<file path="config.mk">
export PLATFORM = sky130hd
export DESIGN_NAME = multi_shift_accum_ram_flat
export DESIGN_NICKNAME = d
export VERILOG_FILES = /design/src/rtl/multi_shift_accum_ram_pkg.sv /design/src/rtl/multi_shift_accum_ram_if.sv /design/src/rtl/multi_shift_accum_ram_clear_sweeper.sv /design/src/rtl/xilinx_true_dual_port_read_first_1_clock_ram.sv /design/src/rtl/multi_shift_accum_ram.sv /design/src/flat_wrapper.sv
export SDC_FILE = /design/constraint.sdc
export NUM_CORES = 2
export LEC_CHECK = 0
export BUFFER_PORTS_ARGS = -buffer_cell sky130_fd_sc_hd__buf_2
export CAP_MARGIN = 20
export CORE_MARGIN = 4
export CORE_UTILIZATION = 58
export DETAILED_ROUTE_END_ITERATION = 7
export MAX_ROUTING_LAYER = met4
export PLACE_DENSITY = 0.73
export SETUP_SLACK_MARGIN = 0.15
export SLEW_MARGIN = 20
export SYNTH_ARGS = -nofsm -noshare
export SYNTH_HDL_FRONTEND = slang
export SYNTH_SLANG_ARGS = --single-unit
</file>
<file path="constraint.sdc">
create_clock -name clk_in -period 16.05 [get_ports clk_in]
set_input_delay 0.8025 -clock clk_in [delete_from_list [all_inputs] [get_ports clk_in]]
set_output_delay 0.8025 -clock clk_in [all_outputs]
set_load 0.01 [all_outputs]
</file>
<file path="src/rtl/multi_shift_accum_ram_pkg.sv">
// rtl/multi_shift_accum_ram_pkg.sv - shared op encoding and clear-sweep state constants
package accum_pkg;

  typedef enum logic [1:0] {
    ACC_READ  = 2'd0,
    ACC_SHIFT = 2'd1,
    ACC_LOAD  = 2'd2
  } accum_op_t;

  typedef logic [1:0] clr_state_t;

  localparam clr_state_t CLR_IDLE  = 2'd0;
  localparam clr_state_t CLR_DRAIN = 2'd1;
  localparam clr_state_t CLR_SWEEP = 2'd2;

  // Cycles spent letting S1/S2 empty before the sweep owns port B.
  localparam int DRAIN_CYCLES = 2;

endpackage

</file>
<file path="src/rtl/multi_shift_accum_ram_if.sv">
// rtl/multi_shift_accum_ram_if.sv - request/result bundle between decode front end and accumulator store
interface multi_shift_accum_ram_if
  import accum_pkg::*;
#(
  parameter int WIDTH = 16,
  parameter int DEPTH = 256,
  parameter int SHIFT = 1
);
  localparam int ADDR_W = $clog2(DEPTH);

  logic              req_valid_in;
  logic              req_ready_out;
  logic [ADDR_W-1:0] req_addr_in;
  accum_op_t         req_op_in;
  logic [SHIFT-1:0]  req_data_in;
  logic              clear_all_in;
  logic              busy_out;
  logic              result_valid_out;
  logic [ADDR_W-1:0] addr_out;
  accum_op_t         op_out;
  logic [WIDTH-1:0]  read_out;
  logic [WIDTH-1:0]  sum_out;

  modport master (
    output req_valid_in, req_addr_in, req_op_in, req_data_in, clear_all_in,
    input  req_ready_out, busy_out, result_valid_out, addr_out, op_out, read_out, sum_out
  );

  modport slave (
    input  req_valid_in, req_addr_in, req_op_in, req_data_in, clear_all_in,
    output req_ready_out, busy_out, result_valid_out, addr_out, op_out, read_out, sum_out
  );

endinterface

</file>
<file path="src/rtl/multi_shift_accum_ram_clear_sweeper.sv">
// rtl/multi_shift_accum_ram_clear_sweeper.sv - clear FSM: drain, zero sweep over port B, request gating
module accum_clear_sweeper
  import accum_pkg::*;
#(
  parameter int WIDTH  = 16,
  parameter int DEPTH  = 256,
  parameter int ADDR_W = $clog2(DEPTH)
) (
  input  logic              clk_in,
  input  logic              rst_n_in,
  input  logic              clear_all_in,
  input  logic              s2_we_in,
  input  logic [ADDR_W-1:0] s2_addr_in,
  input  logic [WIDTH-1:0]  s2_data_in,
  output logic              req_ready_out,
  output logic              busy_out,
  output logic              sweep_done_out,
  output logic              ram_we_out,
  output logic [ADDR_W-1:0] ram_addr_out,
  output logic [WIDTH-1:0]  ram_data_out
);
  localparam logic [ADDR_W-1:0] LAST_ADDR = ADDR_W'(DEPTH - 1);

  clr_state_t        state_q, state_d;
  logic              drain_cnt_q, drain_cnt_d;
  logic [ADDR_W-1:0] sweep_addr_q, sweep_addr_d;

  always_comb begin
    state_d        = state_q;
    drain_cnt_d    = drain_cnt_q;
    sweep_addr_d   = sweep_addr_q;
    sweep_done_out = 1'b0;
    case (state_q)
      CLR_IDLE: begin
        if (clear_all_in) begin
          state_d     = CLR_DRAIN;
          drain_cnt_d = 1'b0;
        end
      end
      CLR_DRAIN: begin
        if (drain_cnt_q == 1'(DRAIN_CYCLES - 1)) begin
          state_d      = CLR_SWEEP;
          sweep_addr_d = '0;
        end else begin
          drain_cnt_d = drain_cnt_q + 1'b1;
        end
      end
      CLR_SWEEP: begin
        if (sweep_addr_q == LAST_ADDR) begin
          state_d        = CLR_IDLE;
          sweep_done_out = 1'b1;
        end else begin
          sweep_addr_d = sweep_addr_q + 1'b1;
        end
      end
      default: state_d = CLR_IDLE;
    endcase
  end

  always_ff @(posedge clk_in or negedge rst_n_in) begin
    if (!rst_n_in) begin
      state_q      <= CLR_IDLE;
      drain_cnt_q  <= 1'b0;
      sweep_addr_q <= '0;
    end else begin
      state_q      <= state_d;
      drain_cnt_q  <= drain_cnt_d;
      sweep_addr_q <= sweep_addr_d;
    end
  end

  // Ready is forced low while reset is held so every output reads 0 in reset.
  assign req_ready_out = rst_n_in && (state_q == CLR_IDLE) && !clear_all_in;
  assign busy_out      = (state_q != CLR_IDLE);

  // S2 cannot be valid during SWEEP because the drain emptied it first.
  assign ram_we_out   = (state_q == CLR_SWEEP) ? 1'b1         : s2_we_in;
  assign ram_addr_out = (state_q == CLR_SWEEP) ? sweep_addr_q : s2_addr_in;
  assign ram_data_out = (state_q == CLR_SWEEP) ? '0           : s2_data_in;

endmodule

</file>
<file path="src/rtl/xilinx_true_dual_port_read_first_1_clock_ram.sv">
// rtl/xilinx_true_dual_port_read_first_1_clock_ram.sv - single-clock true dual port RAM, read-first, optional output register
module xilinx_true_dual_port_read_first_1_clock_ram #(
  parameter int RAM_WIDTH       = 16,
  parameter int RAM_DEPTH       = 256,
  parameter     RAM_PERFORMANCE = "HIGH_PERFORMANCE"
) (
  input  logic                         clka,
  input  logic [$clog2(RAM_DEPTH)-1:0] addra,
  input  logic [$clog2(RAM_DEPTH)-1:0] addrb,
  input  logic [RAM_WIDTH-1:0]         dina,
  input  logic [RAM_WIDTH-1:0]         dinb,
  input  logic                         wea,
  input  logic                         web,
  input  logic                         ena,
  input  logic                         enb,
  input  logic                         rsta,
  input  logic                         regcea,
  output logic [RAM_WIDTH-1:0]         douta
);
  logic [RAM_WIDTH-1:0] mem [RAM_DEPTH];
  logic [RAM_WIDTH-1:0] ram_data_a;

  // Port A reads the pre-write value when both ports hit the same word.
  always_ff @(posedge clka) begin
    if (ena) begin
      if (wea) mem[addra] <= dina;
      ram_data_a <= mem[addra];
    end
    if (enb && web) mem[addrb] <= dinb;
  end

  generate
    if (RAM_PERFORMANCE == "LOW_LATENCY") begin : g_low_latency
      assign douta = ram_data_a;
    end else begin : g_high_performance
      logic [RAM_WIDTH-1:0] douta_q;
      always_ff @(posedge clka) begin
        if (rsta)        douta_q <= '0;
        else if (regcea) douta_q <= ram_data_a;
      end
      assign douta = douta_q;
    end
  endgenerate

endmodule

</file>
<file path="src/rtl/multi_shift_accum_ram.sv">
// rtl/multi_shift_accum_ram.sv - shift-accumulate word store, 2-cycle read-modify-write with forwarding
module multi_shift_accum_ram
  import accum_pkg::*;
#(
  parameter int WIDTH = 16,
  parameter int DEPTH = 256,
  parameter int SHIFT = 1
) (
  input logic                    clk_in,
  input logic                    rst_n_in,
  multi_shift_accum_ram_if.slave bus
);
  localparam int ADDR_W = $clog2(DEPTH);

  logic              accept, ready_w, busy_w, w_clear;
  logic              s1_valid_q, s2_valid_q;
  logic [ADDR_W-1:0] s1_addr_q, s2_addr_q;
  accum_op_t         s1_op_q, s2_op_q;
  logic [SHIFT-1:0]  s1_data_q, s2_data_q;

  logic              w1_valid_q, w2_valid_q;
  logic [ADDR_W-1:0] w1_addr_q, w2_addr_q;
  logic [WIDTH-1:0]  w1_data_q, w2_data_q;

  logic [WIDTH-1:0]       ram_rd, old_val, sum_val, ram_wdata;
  logic [WIDTH+SHIFT-1:0] shifted;
  logic                   s2_we, ram_we;
  logic [ADDR_W-1:0]      ram_waddr;

  assign accept            = bus.req_valid_in && ready_w;
  assign bus.req_ready_out = ready_w;
  assign bus.busy_out      = busy_w;

  always_ff @(posedge clk_in or negedge rst_n_in) begin
    if (!rst_n_in) begin
      s1_valid_q <= 1'b0;
      s1_addr_q  <= '0;
      s1_op_q    <= ACC_READ;
      s1_data_q  <= '0;
      s2_valid_q <= 1'b0;
      s2_addr_q  <= '0;
      s2_op_q    <= ACC_READ;
      s2_data_q  <= '0;
    end else begin
      s1_valid_q <= accept;
      if (accept) begin
        s1_addr_q <= bus.req_addr_in;
        s1_op_q   <= bus.req_op_in;
        s1_data_q <= bus.req_data_in;
      end
      s2_valid_q <= s1_valid_q;
      if (s1_valid_q) begin
        s2_addr_q <= s1_addr_q;
        s2_op_q   <= s1_op_q;
        s2_data_q <= s1_data_q;
      end
    end
  end

  xilinx_true_dual_port_read_first_1_clock_ram #(
    .RAM_WIDTH      (WIDTH),
    .RAM_DEPTH      (DEPTH),
    .RAM_PERFORMANCE("HIGH_PERFORMANCE")
  ) u_ram (
    .clka  (clk_in),
    .addra (bus.req_addr_in),
    .addrb (ram_waddr),
    .dina  ('0),
    .dinb  (ram_wdata),
    .wea   (1'b0),
    .web   (ram_we),
    .ena   (1'b1),
    .enb   (1'b1),
    .rsta  (1'b0),
    .regcea(1'b1),
    .douta (ram_rd)
  );

  // W1 is checked last so the newest write to a word takes priority.
  always_comb begin
    old_val = ram_rd;
    if (w2_valid_q && (w2_addr_q == s2_addr_q)) old_val = w2_data_q;
    if (w1_valid_q && (w1_addr_q == s2_addr_q)) old_val = w1_data_q;
    shifted = {old_val, s2_data_q};
    case (s2_op_q)
      ACC_SHIFT: sum_val = shifted[WIDTH-1:0];
      ACC_LOAD:  sum_val = WIDTH'(s2_data_q);
      default:   sum_val = old_val;
    endcase
  end

  assign s2_we = s2_valid_q && ((s2_op_q == ACC_SHIFT) || (s2_op_q == ACC_LOAD));

  always_ff @(posedge clk_in or negedge rst_n_in) begin
    if (!rst_n_in) begin
      w1_valid_q <= 1'b0;
      w1_addr_q  <= '0;
      w1_data_q  <= '0;
      w2_valid_q <= 1'b0;
      w2_addr_q  <= '0;
      w2_data_q  <= '0;
    end else if (w_clear) begin
      w1_valid_q <= 1'b0;
      w2_valid_q <= 1'b0;
    end else if (s2_we) begin
      w2_valid_q <= w1_valid_q;
      w2_addr_q  <= w1_addr_q;
      w2_data_q  <= w1_data_q;
      w1_valid_q <= 1'b1;
      w1_addr_q  <= s2_addr_q;
      w1_data_q  <= sum_val;
    end
  end

  accum_clear_sweeper #(
    .WIDTH (WIDTH),
    .DEPTH (DEPTH),
    .ADDR_W(ADDR_W)
  ) u_sweeper (
    .clk_in        (clk_in),
    .rst_n_in      (rst_n_in),
    .clear_all_in  (bus.clear_all_in),
    .s2_we_in      (s2_we),
    .s2_addr_in    (s2_addr_q),
    .s2_data_in    (sum_val),
    .req_ready_out (ready_w),
    .busy_out      (busy_w),
    .sweep_done_out(w_clear),
    .ram_we_out    (ram_we),
    .ram_addr_out  (ram_waddr),
    .ram_data_out  (ram_wdata)
  );

  // Gated so the result bus reads 0 whenever no result is presented.
  assign bus.result_valid_out = s2_valid_q;
  assign bus.addr_out         = s2_valid_q ? s2_addr_q : '0;
  assign bus.op_out           = s2_valid_q ? s2_op_q   : ACC_READ;
  assign bus.read_out         = s2_valid_q ? old_val   : '0;
  assign bus.sum_out          = s2_valid_q ? sum_val   : '0;

endmodule

</file>
<file path="src/flat_wrapper.sv">
// flat-port wrapper written by rule: the top's interface ports become plain ports
module multi_shift_accum_ram_flat import accum_pkg::*;
#(
  parameter int WIDTH = 16,
  parameter int DEPTH = 256,
  parameter int SHIFT = 1
)
  (clk_in, rst_n_in, bus_req_valid_in, bus_req_addr_in, bus_req_op_in, bus_req_data_in, bus_clear_all_in, bus_req_ready_out, bus_busy_out, bus_result_valid_out, bus_addr_out, bus_op_out, bus_read_out, bus_sum_out);
  multi_shift_accum_ram_if #(.WIDTH(WIDTH), .DEPTH(DEPTH), .SHIFT(SHIFT)) bus_i ();
  input logic clk_in;
  input logic rst_n_in;
  input wire logic [$bits(bus_i.req_valid_in)-1:0] bus_req_valid_in;
  input wire logic [$bits(bus_i.req_addr_in)-1:0] bus_req_addr_in;
  input wire logic [$bits(bus_i.req_op_in)-1:0] bus_req_op_in;
  input wire logic [$bits(bus_i.req_data_in)-1:0] bus_req_data_in;
  input wire logic [$bits(bus_i.clear_all_in)-1:0] bus_clear_all_in;
  output wire logic [$bits(bus_i.req_ready_out)-1:0] bus_req_ready_out;
  output wire logic [$bits(bus_i.busy_out)-1:0] bus_busy_out;
  output wire logic [$bits(bus_i.result_valid_out)-1:0] bus_result_valid_out;
  output wire logic [$bits(bus_i.addr_out)-1:0] bus_addr_out;
  output wire logic [$bits(bus_i.op_out)-1:0] bus_op_out;
  output wire logic [$bits(bus_i.read_out)-1:0] bus_read_out;
  output wire logic [$bits(bus_i.sum_out)-1:0] bus_sum_out;
  assign bus_i.req_valid_in = bus_req_valid_in;
  assign bus_i.req_addr_in = bus_req_addr_in;
  assign bus_i.req_op_in = bus_req_op_in;
  assign bus_i.req_data_in = bus_req_data_in;
  assign bus_i.clear_all_in = bus_clear_all_in;
  assign bus_req_ready_out = bus_i.req_ready_out;
  assign bus_busy_out = bus_i.busy_out;
  assign bus_result_valid_out = bus_i.result_valid_out;
  assign bus_addr_out = bus_i.addr_out;
  assign bus_op_out = bus_i.op_out;
  assign bus_read_out = bus_i.read_out;
  assign bus_sum_out = bus_i.sum_out;
  multi_shift_accum_ram #(.WIDTH(WIDTH), .DEPTH(DEPTH), .SHIFT(SHIFT)) u_core (.clk_in(clk_in), .rst_n_in(rst_n_in), .bus(bus_i));
endmodule
</file>
==> results.ini <==
[sta]
fin_setup_tns_ns = 0
fin_skew_ns = 0.0504
hold_viol_final = 0
whs_ns = 0.181
slew_violations = 0
fmaxAchievable_mhz = 155
period_share_pct = 40.1
period_minus_slack_ns = 6.43
rsz0062_at_grt = no
worstMarginPinSlew_ns = 1.34
finalSetupViolCount = 0
slew_headroom_pct = 10.3

[logic_synthesis]
yosysWarnings = 0
ys_seq_elements = 4213
synth_edf_count = 4096
synth_most_common_cell = edfxtp_1
synth_nets = 7815
ys_top_cells_by_count = edfxtp_1, mux4_2, mux2i_1
ys.flop_type = edfxtp_1
synth_area_um2 = 164000
synth_area_leader_cell = edfxtp_1
yosysSeqAreaShare_pct = 76.8
avgSynthCellArea_um2 = 21.0
synth_top_area_share_pct = 75.1
synthDistinctLibCells = 57
async_reset_ff_share_pct = 2.02
ys_top_cells_by_area = edfxtp_1, mux4_2, mux2i_1
synthesis.instances = 7797

[route]
dr.pass1.iters = 6
viasPerCell = 6.91
wirelength_um = 437000
drt_drc_violations_left = 0
vias = 84700
drtIter0Drc = 12800
ant_nets = 0
wire_per_inst_um = 35.7

[worst_setup_path]
crit_slowest_cell = or3_1
worstRegToRegCells = 8
cp-start-kind = register
critPathMostFrequentCell = buf_4
critPathMaxStageDelay_ns = 0.95
path_class = reg -> reg
crit_path_end_kind = register
path_cells = xnor2_1 > nand4_1 > or3_1 > a31oi_1 > a22oi_1 > nor2_4 > buf_4 > buf_4
critPathRequiredTime_ns = 16.70
crit_path_max_fanout = 89
worstPathArrival_ns = 7.08

[die]
chipHeight_um = 539
coreArea_um2 = 280000
pin_count = 60
dieWidth_um = 539
rows = 194
die-area_um2 = 291000
start_util_pct = 58.5

[power]
p_per_area_nw_per_um2 = 162
ir_drop_mv = 0.295
p_leak_nw = 59.1

[cells_and_area]
layout-drive-gt1-share_pct = 24.7
fin_nets = 8183
n_fill_cell = 17800
stdcell_area_um2 = 183000
fin_cells = 12300
syn2layout_area_growth_pct = 11.9

[placed_design]
placed_cell_area_um2 = 169000
gp_congestion = 0.917
placed_cells = 11500
place_hpwl_um = 251000
io_buffers = 59

[global_route]
grt_max_degree = 225
grt_pass1_wl_um = 621000
track_usage_pct = 30.8
antenna_found_initial = 32
grt_pass1_vias = 83300
grt_overflow = 0

[cts]
post-cts-setup-buffer-count = 0
htreeDepth = 5
cts_inserted_buffers = 406
clock_sinks = 4213
clock_latency_ns = 0.97
ctsRootBufferMaster = clkbuf_16
postCtsHoldBufs = 1
max-clock-path-buffers = 4
clk_pin_slew_worst_paths_ns = 0.06
postCtsResizedCells = 0
cts_tree = done

[min_path]
whs_path_depth = 3
min-delay-path-class = in -> reg

[outcome]
status = finished clean

[run]
cap_violations = 0

[routing by layer]
layer / global-route usage, % / up-vias / wire length, µm
met5: - / - / 0
met1: 41.0 / 44100 / 154000
met4: 14.1 / 0 / 22400
met2: 45.7 / 6011 / 206000
met3: 7.50 / 944 / 54400
li1: - / 33700 / -
[placed cells by master (no fill, tap or decap), types with 105 or more instances in the layout]
master	instances
o22ai_1	137
a21oi_1	185
o221ai_1	276
clkbuf_16	409
mux2_2	105
nand2_1	105
mux2i_1	554
mux4_2	805
nor2_1	209
buf_4	375
edfxtp_1	4096
[registers in the layout, indices dropped and copies added, names as in the netlist, 2 cells and up]
signal,flops
u_core.s1_addr_q,8
u_core.w2_data_q,16
u_core.u_ram.ram_data_a,16
u_core.s1_op_q,2
u_core.w2_addr_q,8
u_core.w1_addr_q,8
u_core.s2_op_q,2
u_core.w1_data_q,16
u_core.u_ram.douta,16
u_core.u_sweeper.sweep_addr_q,8
u_core.u_sweeper.state_q,2
u_core.s2_addr_q,8
u_core.u_ram.mem,4096
[worst max-delay path: cells and delay by family (launching register included)]
family | cells | cell delay [ns]
xor gates and xnor gates | 1 | 0.18
and+or+nand+nor | 3 | 2.11
AOI/OAI and AO/OA | 2 | 1.27
buffers and inverters | 2 | 1.56
DFF | 1 | 0.71
[power by group]
part           total, W  switching [W]  internal [W]
sequential       0.0152      0.0000967        0.0151
combinational   0.00482        0.00411      0.000715
clock           0.00965        0.00417       0.00548
[final cells by class]
| cell class | count | area (µm²) | share of cell area (%) |
|---|---|---|---|
| clock buffer | 489 | 10600 | 5.78 |
| tap | 3724 | 4660 | 2.54 |
| multi-input combinational | 3081 | 35600 | 19.4 |
| clock inverter | 270 | 2930 | 1.60 |
| timing repair buffer | 454 | 3560 | 1.94 |
| inverter | 9 | 46.3 | 0.0253 |
| sequential | 4213 | 126000 | 68.7 |
| antenna | 22 | 55.1 | 0.0301 |
[per-stage QoR]
| step | total power [W] | setup WS, ns | util [%] |
|---|---|---|---|
| 2_1_floorplan | 0.0185 | 6.66 | - |
| 3_3_place_gp | 0.0197 | 9.31 | 60.4 |
| 3_5_place_dp | 0.0201 | 9.26 | 60.5 |
| 4_1_cts | 0.0295 | 9.60 | 65.3 |
| 5_1_grt | 0.0304 | 9.55 | 65.4 |
| 6_report | 0.0296 | 9.62 | 65.4 |
[cells by family (layout without fill, tap and decap cells)]
logic type      after synthesis  count (layout)  share of synthesized area, %
simple gates                706             706                          2.03
mux                        1471            1471                          15.3
buf+inv                     503            1222                          1.84
compound gates              879             879                          3.89
flops                      4213            4213                          76.8
xor+xnor                     22              22                         0.118
fa+ha+maj                     3               3                        0.0229
other cells                   0              22                             0
[path summary, 6_finish.rpt]
path | start | slack, ns | to
max | u_core.s2_addr_q[1] | 9.62 | u_core.u_ram.mem[99][12]
min | bus_req_data_in | 0.18 | u_core.s1_data_q
max reg2reg | u_core.s2_addr_q[1] | 9.62 | u_core.u_ram.mem[99][12]
min reg2reg | u_core.u_ram.ram_data_a[2] | 0.32 | u_core.u_ram.douta[2]
max in group asynchronous | rst_n_in | 14.82 | u_core.w1_data_q[9]
min in group asynchronous | rst_n_in | 0.22 | u_core.u_sweeper.state_q[0]
Note: power is estimated with default switching activity, not from simulation.
